### src/rtl/wavetable_mixer.sv
// Wavetable mixer: scans all voices once per sample tick, reads one wavetable ROM
// address per cycle, and sums the gated voices into one signed output sample.
module wavetable_mixer #(
  parameter int unsigned NUM_VOICES  = 24,
  parameter int unsigned ADDR_WIDTH  = 8,
  parameter int unsigned DATA_WIDTH  = 8,
  parameter int unsigned ROM_LATENCY = 2,
  parameter int unsigned OUT_WIDTH   = 16,
  parameter int unsigned SHIFT       = 0
) (
  input  logic                              clk_in,
  input  logic                              rst_in,
  input  logic                              sample_tick_in,
  input  logic [NUM_VOICES-1:0]             gate_in,
  input  logic [NUM_VOICES-1:0][31:0]       phase_value_in,
  output logic [ADDR_WIDTH-1:0]             rom_addr_out,
  input  logic signed [DATA_WIDTH-1:0]      rom_data_in,
  output logic signed [OUT_WIDTH-1:0]       sample_out,
  output logic                              sample_valid_out,
  output logic                              busy_out,
  output logic                              overrun_out
);

  // Wide enough that summing every voice at full scale cannot overflow.
  localparam int unsigned ACC_W   = DATA_WIDTH + $clog2(NUM_VOICES) + 1;
  localparam int unsigned VOICE_W = (NUM_VOICES > 1) ? $clog2(NUM_VOICES) : 1;
  localparam int unsigned DRAIN_W = (ROM_LATENCY > 1) ? $clog2(ROM_LATENCY) : 1;
  localparam logic [VOICE_W-1:0] LAST_VOICE = VOICE_W'(NUM_VOICES - 1);
  localparam logic [DRAIN_W-1:0] LAST_DRAIN = DRAIN_W'(ROM_LATENCY - 1);

  typedef enum logic [1:0] {StIdle, StScan, StDrain, StDone} state_e;

  state_e                               state_q;
  logic [NUM_VOICES-1:0]                snap_gate_q;
  // Only the address bits of each phase word are ever used, so only those are held.
  logic [NUM_VOICES-1:0][ADDR_WIDTH-1:0] snap_addr_q;
  logic [VOICE_W-1:0]                   voice_q;
  logic [VOICE_W-1:0]                   voice_nxt;
  logic [DRAIN_W-1:0]                   drain_q;
  // Tag pipeline mirrors the ROM latency: bit ROM_LATENCY-1 lines up with rom_data_in.
  logic [ROM_LATENCY-1:0]               pipe_vld_q;
  logic [ROM_LATENCY-1:0]               pipe_gate_q;
  logic signed [ACC_W-1:0]              acc_q;
  logic signed [ACC_W-1:0]              acc_sum;
  logic signed [ACC_W-1:0]              rom_ext;
  logic signed [ACC_W-1:0]              shifted;
  logic signed [OUT_WIDTH-1:0]          sat_sum;
  logic                                 ret_hit;
  logic                                 unused_phase;

  // Low phase bits are fractional position and deliberately ignored.
  assign unused_phase = ^phase_value_in;

  // A tick that arrives while a scan is in flight is dropped and flagged.
  assign overrun_out = sample_tick_in & busy_out;

  // Accumulator next value: add the returning ROM word only for gated voices.
  always_comb begin
    voice_nxt = voice_q + VOICE_W'(1);
    ret_hit   = pipe_vld_q[ROM_LATENCY-1] & pipe_gate_q[ROM_LATENCY-1];
    rom_ext   = {{(ACC_W - DATA_WIDTH){rom_data_in[DATA_WIDTH-1]}}, rom_data_in};
    acc_sum   = ret_hit ? (acc_q + rom_ext) : acc_q;
    shifted   = acc_sum >>> SHIFT;
  end

  // Fit the shifted sum into the output width, saturating if it is narrower.
  if (OUT_WIDTH > ACC_W) begin : g_extend
    always_comb begin
      sat_sum = {{(OUT_WIDTH - ACC_W){shifted[ACC_W-1]}}, shifted};
    end
  end else if (OUT_WIDTH == ACC_W) begin : g_same
    always_comb begin
      sat_sum = shifted;
    end
  end else begin : g_saturate
    logic [ACC_W-OUT_WIDTH:0] top_bits;
    always_comb begin
      top_bits = shifted[ACC_W-1:OUT_WIDTH-1];
      if ((&top_bits) || !(|top_bits)) begin
        sat_sum = shifted[OUT_WIDTH-1:0];
      end else if (shifted[ACC_W-1]) begin
        sat_sum = {1'b1, {(OUT_WIDTH - 1){1'b0}}};
      end else begin
        sat_sum = {1'b0, {(OUT_WIDTH - 1){1'b1}}};
      end
    end
  end

  // Tag pipeline: one entry per issued address, aligned with ROM data return.
  always_ff @(posedge clk_in) begin
    if (rst_in) begin
      pipe_vld_q  <= '0;
      pipe_gate_q <= '0;
    end else begin
      pipe_vld_q[0]  <= (state_q == StScan);
      pipe_gate_q[0] <= snap_gate_q[voice_q];
      for (int i = 1; i < int'(ROM_LATENCY); i++) begin
        pipe_vld_q[i]  <= pipe_vld_q[i-1];
        pipe_gate_q[i] <= pipe_gate_q[i-1];
      end
    end
  end

  // Scan FSM with snapshot, accumulator and all registered outputs.
  always_ff @(posedge clk_in) begin
    if (rst_in) begin
      state_q          <= StIdle;
      snap_gate_q      <= '0;
      snap_addr_q      <= '0;
      voice_q          <= '0;
      drain_q          <= '0;
      acc_q            <= '0;
      rom_addr_out     <= '0;
      sample_out       <= '0;
      sample_valid_out <= 1'b0;
      busy_out         <= 1'b0;
    end else begin
      sample_valid_out <= 1'b0;
      unique case (state_q)
        StIdle: begin
          if (sample_tick_in) begin
            snap_gate_q <= gate_in;
            for (int v = 0; v < int'(NUM_VOICES); v++) begin
              snap_addr_q[v] <= phase_value_in[v][31 -: ADDR_WIDTH];
            end
            // Voice 0 address goes straight out so it is on the bus in cycle 1.
            rom_addr_out <= phase_value_in[0][31 -: ADDR_WIDTH];
            voice_q      <= '0;
            acc_q        <= '0;
            busy_out     <= 1'b1;
            state_q      <= StScan;
          end
        end
        StScan: begin
          acc_q <= acc_sum;
          if (voice_q == LAST_VOICE) begin
            drain_q <= '0;
            state_q <= StDrain;
          end else begin
            voice_q      <= voice_nxt;
            rom_addr_out <= snap_addr_q[voice_nxt];
          end
        end
        StDrain: begin
          acc_q <= acc_sum;
          // The last voice returns on the final drain cycle; publish including it.
          if (drain_q == LAST_DRAIN) begin
            sample_out       <= sat_sum;
            sample_valid_out <= 1'b1;
            state_q          <= StDone;
          end else begin
            drain_q <= drain_q + DRAIN_W'(1);
          end
        end
        StDone: begin
          busy_out <= 1'b0;
          state_q  <= StIdle;
        end
        default: state_q <= StIdle;
      endcase
    end
  end

endmodule

### config.mk
export PLATFORM = sky130hd
export DESIGN_NAME = wavetable_mixer
export DESIGN_NICKNAME = d
export VERILOG_FILES = /design/src/rtl/wavetable_mixer.sv
export SDC_FILE = /design/constraint.sdc
export NUM_CORES = 1
export LEC_CHECK = 0
export ABC_CLOCK_PERIOD_IN_PS = 4500
export BUFFER_PORTS_ARGS = -buffer_cell sky130_fd_sc_hd__buf_2
export CORE_AREA = 2 2 322 324
export CTS_CLUSTER_SIZE = 24
export DETAILED_ROUTE_END_ITERATION = 10
export DIE_AREA = 0 0 324 326
export REMOVE_ABC_BUFFERS = 1
export SETUP_SLACK_MARGIN = 0.02
export SLEW_MARGIN = 20
export SYNTH_ARGS = -nofsm -noshare
export SYNTH_HDL_FRONTEND = slang
export SYNTH_SLANG_ARGS = --single-unit
### constraint.sdc
create_clock -name clk_in -period 4.5 [get_ports clk_in]
set_clock_uncertainty 0.15 [all_clocks]
set_input_delay 0.675 -clock clk_in [delete_from_list [all_inputs] [get_ports clk_in]]
set_output_delay 0.675 -clock clk_in [all_outputs]
set_load 0.005 [all_outputs]
# Word level (Yosys, flattened, before mapping)
# Index checks and enable logic that the tools add are counted.
# Widths: inputs -> output; s select.
# word_totals
output_inout_bits	27
wordCells	88
register_bits	266
# op_classes
n_reduce_logical	14
addsub	3
eq_ne	8
muxes	23
n_bitwise	3
n_lt_le_gt_ge	2
# op_table
operator	count
$bmux 8 s5	1
$mux 14	2
$pmux 14 s2	1
$mux 8	3
$pmux 8 s2	1
$add 14x8->14	1
$lt 5x6->1 const B	2
$mux 5	2
$pmux 5 s2	1
$reduce_and 2->1	5
$pmux 2 s4	1
$reduce_bool 2->1	4
$mux 2	3
$ne 2x2->1 const B	3
$reduce_and 3->1	2
$add 5x1->5 const B	1
$bmux 1 s5	1
$eq 5x5->1 const B	1
$mux 1	5
$eq 2x2->1 const B	2
$pmux 1 s2	2
$reduce_or 2->1	2
$and 1x1->1	2
$eq 2x1->1 const B	1
4 further kinds	4

# Depth between registers and ports, before layout
# logic_depth
ltp_word	5
ltp_mapped	10
ltp_nobuf	10

# Worst setup path after synthesis
# OpenSTA, ideal clock, no wires.
# synth_timing
path_type	input port to flip-flop
startpoint	input rom_data_in[0]
endpoint	register sample_out[12]
slack_ps	1862
cell_stages	10
n_path_buf	0
setup_time_ps	91
t_arrival_ps	2397
path_cell_list	ha_1 inv_1 fa_1 nor2b_1 o21a_1 o21ai_0 a211oi_1 a311oi_1 xor2_1 a311oi_1
# synth_between
elab_chain_cells	2
# synth_rtl
element	line_no	source
from (decl)	17	input logic signed [DATA_WIDTH-1:0] rom_data_in,
$add 14x8->14	62	acc_sum = ret_hit ? (acc_q + rom_ext) : acc_q;
$mux 14	62	
to (signal assigned)	148	sample_out <= sat_sum;
to (decl)	18	output logic signed [OUT_WIDTH-1:0] sample_out,
# No other way between the ends.
# A chain may end at the register's enable or synchronous reset.

# Worst setup path in the final report
# layout_timing
startpoint	register voice_q[0]
endpoint	register rom_addr_out[2]
# layout_between
elab_chain_cells	5
word_cells_on_any_way	8
# layout_rtl
element	line_no	source
from (decl)	37	logic [VOICE_W-1:0] voice_q;
from (signal assigned)	140	voice_q <= voice_nxt;
$add 5x1->5	59	voice_nxt = voice_q + VOICE_W'(1);
$bmux 8 s5	141	rom_addr_out <= snap_addr_q[voice_nxt];
$mux 8 (implied by the code)	141	
$mux 8	136	if (voice_q == LAST_VOICE) begin
$pmux 8 s2	119	unique case (state_q)
to (signal assigned)	127	rom_addr_out <= phase_value_in[0][31 -: ADDR_WIDTH];
to (signal assigned)	141	
to (decl)	16	output logic [ADDR_WIDTH-1:0] rom_addr_out,
# Parallel ways exist; a longest one is shown, timed or not. The select of a mux whose other input is x is not followed.

==> impl_metrics.toml <==
[run_status]
status = "completed"

[die]
io_pins = 830
core-area_sq_um = 103000
start_util = 0.114
row_count = 118
dieArea_sq_um = 106000
die_w_microns = 324
chipHeight_microns = 326

[yosys]
yosysMostFrequentCell = "nand2_1"
synth_area_leaders = "dfxtp_1, nand2_1, mux4_2, a21oi_1, clkbuf_1"
synth_top_cell_area_share = 0.454
syn_area_sq_um = 11700
syn_inst = 1376
yosys.area.top_type = "dfxtp_1"
yosysWarnings = 0
ys_types = 53
ys_ff_latch = 266
synth_edf_count = 0
avgSynthCellArea_sq_um = 8.53
synthArstFlopShare = 0
ys_top_cells_by_count = "nand2_1, dfxtp_1, a21oi_1"
synth_seq_area_share = 0.454
ys.flop_type = "dfxtp_1"

[finish]
final_cell_area_sq_um = 15800
drive_above_1_share = 0.254
fillers = 11700
nets = 2403
area_growth_pct = 34.9

[worst_setup_path]
critical_path_peak_fanout = 40
r2r_slack_ps = 1330
r2r_start = "voice_q[0]"
cp-start-kind = "flip-flop"
endpoint_kind = "flip-flop"
cp.arrival_ps = 3460
reg2reg_depth = 5
crit_required_ps = 4790
crit_type = "reg -> reg"
r2r-end = "rom_addr_out[2]"

[sta]
slew_headroom = 0.314
min_period_ps = 3170
hold_slack_ps = 193
setup_violations = 0
hold_violations = 0
setup_slack_ps = 1330
worst_pin_slew_ps = 1020
slew_viol_final = 0
rsz0062_at_grt = "false"
period_share = 0.705
fmax_mhz = 315

[routing]
dr_wl_met3_microns = 4190
first_pass_iters = 5
drc = 0
highest_layer = "met5"
wl_microns = 44700
num_vias = 10500
ant_nets = 0
wl_met1_microns = 21400
route.met2.wl_microns = 18000
vias_per_cell = 3.50
detail_route.wl_per_cell_microns = 14.9
drt-initial-drc-count = 580

[place]
io_buffers = 253
place_congestion = 0.761
hpwl_microns = 31700
placed_cell_area_sq_um = 14500
pre_cts_slack_ps = 1180

[worst_hold_path]
min_path_cells = 3
whs_endpoint = "snap_addr_q[143]"
hold_start = "phase_value_in[575]"
hold_class = "in -> reg"

[global_routing]
grt_pass1_vias = 10100
grt_pass1_wl_microns = 64400
antenna_found_initial = 22
overflow = 0
grt_start_max_net_pins = 146
grtUsageTotal = 0.0832

[power_and_ir_drop]
p_switching_mw = 2.88
pwr-share-seq = 0.360
combPwrFrac = 0.271
intPower_mw = 5.52
clock_power_share = 0.369
vdd_drop_max_mv = 0.271
p_leak_nw = 5.83
swShare = 0.343
powerDensity_nw_per_um2 = 530

[cts]
clkLatencyLatePin_ps = 570
cts_setup_buffers = 0
cts_root_buf = "clkbuf_16"
htree_num_levels = 2
hold_buffers = 0
cts_buffer_depth = 3
tritoncts = "done"
clkTransAtPathRegs_ps = 60
cts_inserted_buffers = 37
post_cts_resized = 0
cts.sinks = 266

[job]
drv_cap = 0
stage by stage:
step           setup TNS (ps)  total power, mW  utilization  instances
2_1_floorplan          -57080             4.52            -       1273
3_3_place_gp                0             5.39        0.142       2922
3_5_place_dp                0             5.42        0.142       2922
4_1_cts                     0             8.60        0.154       2989
5_1_grt                     0             8.95        0.154       2989
6_report                    0             8.39        0.154       2994
layout make-up:
class / count / area, sq um / area share
clock inverter: 18 / 221 / 0.0140
antenna: 5 / 12.5 / 0.000790
clock buffer: 49 / 1050 / 0.0665
timing repair buffer: 269 / 1470 / 0.0928
multi-input combinational: 997 / 5980 / 0.378
sequential: 266 / 5330 / 0.337
tap: 1380 / 1730 / 0.109
inverter: 10 / 37.5 / 0.00237
flip-flops by register name, summed over array words and instances (netlist names):
signal / count
voice_q: 5
drain_q: 1
pipe_gate_q: 2
rom_addr_out: 8
sample_valid_out: 1
snap_gate_q: 24
state_q: 2
snap_addr_q: 192
acc_q: 14
busy_out: 1
pipe_vld_q: 2
sample_out: 14
layout by cell type, fill, tap and decap left out, drive strengths merged, types with 5 or more instances in the layout:
cell type / instances
a211oi: 6
a21oi: 252
and2: 6
buf: 268
clkbuf: 50
clkinv: 9
dfxtp: 266
diode: 5
ha: 18
inv: 14
mux2i: 13
mux4: 63
nand2: 466
nand3: 15
nor2: 36
nor2b: 6
nor3: 6
o21ai: 45
xnor2: 5
xor2: 7
power groups by stage:
| stage | logic (mW) | registers (mW) | clock network [mW] |
|---|---|---|---|
| after floorplan | 1.49 | 3.02 | 0 |
| after global routing | 2.57 | 3.07 | 3.30 |
| after detailed placement | 2.35 | 3.08 | 0 |
| after CTS | 2.35 | 3.03 | 3.22 |
| final | 2.28 | 3.02 | 3.09 |
| after global placement | 2.33 | 3.06 | 0 |
cell families after synthesis:
group	after synthesis	share of synthesized area
XOR/XNOR	12	0.0102
flip-flops	266	0.454
buffers and inverters	113	0.0406
AO/OA/AOI/OAI	334	0.152
multiplexers	76	0.132
AND/OR/NAND/NOR	556	0.190
adder cells (fa/ha/maj)	19	0.0209
worst max-delay path by stage:
stage,from,end,slack [ps],cells after the start
final,voice_q[0],rom_addr_out[2],1330,5
after global routing,voice_q[0],rom_addr_out[7],1090,6
after CTS,voice_q[0],rom_addr_out[7],1180,6
after detailed placement,voice_q[0],rom_addr_out[7],1180,6
after global placement,voice_q[0],rom_addr_out[7],1200,6
after floorplan,voice_q[0],rom_addr_out[0],-720,5
per-layer routing:
metal	GRT usage	vias to the layer above
met5	0	-
li1	-	5141
met3	0.0334	77
met2	0.118	313
met1	0.115	4923
met4	0.0228	26
critical path: stages, from the launching register on:
cell and delay (ps):
dfxtp_4 710, ha_4 810, mux4_2 590, mux4_2 480, a21oi_1 180, o21ai_1 100
(Power assumes the default switching activity.)
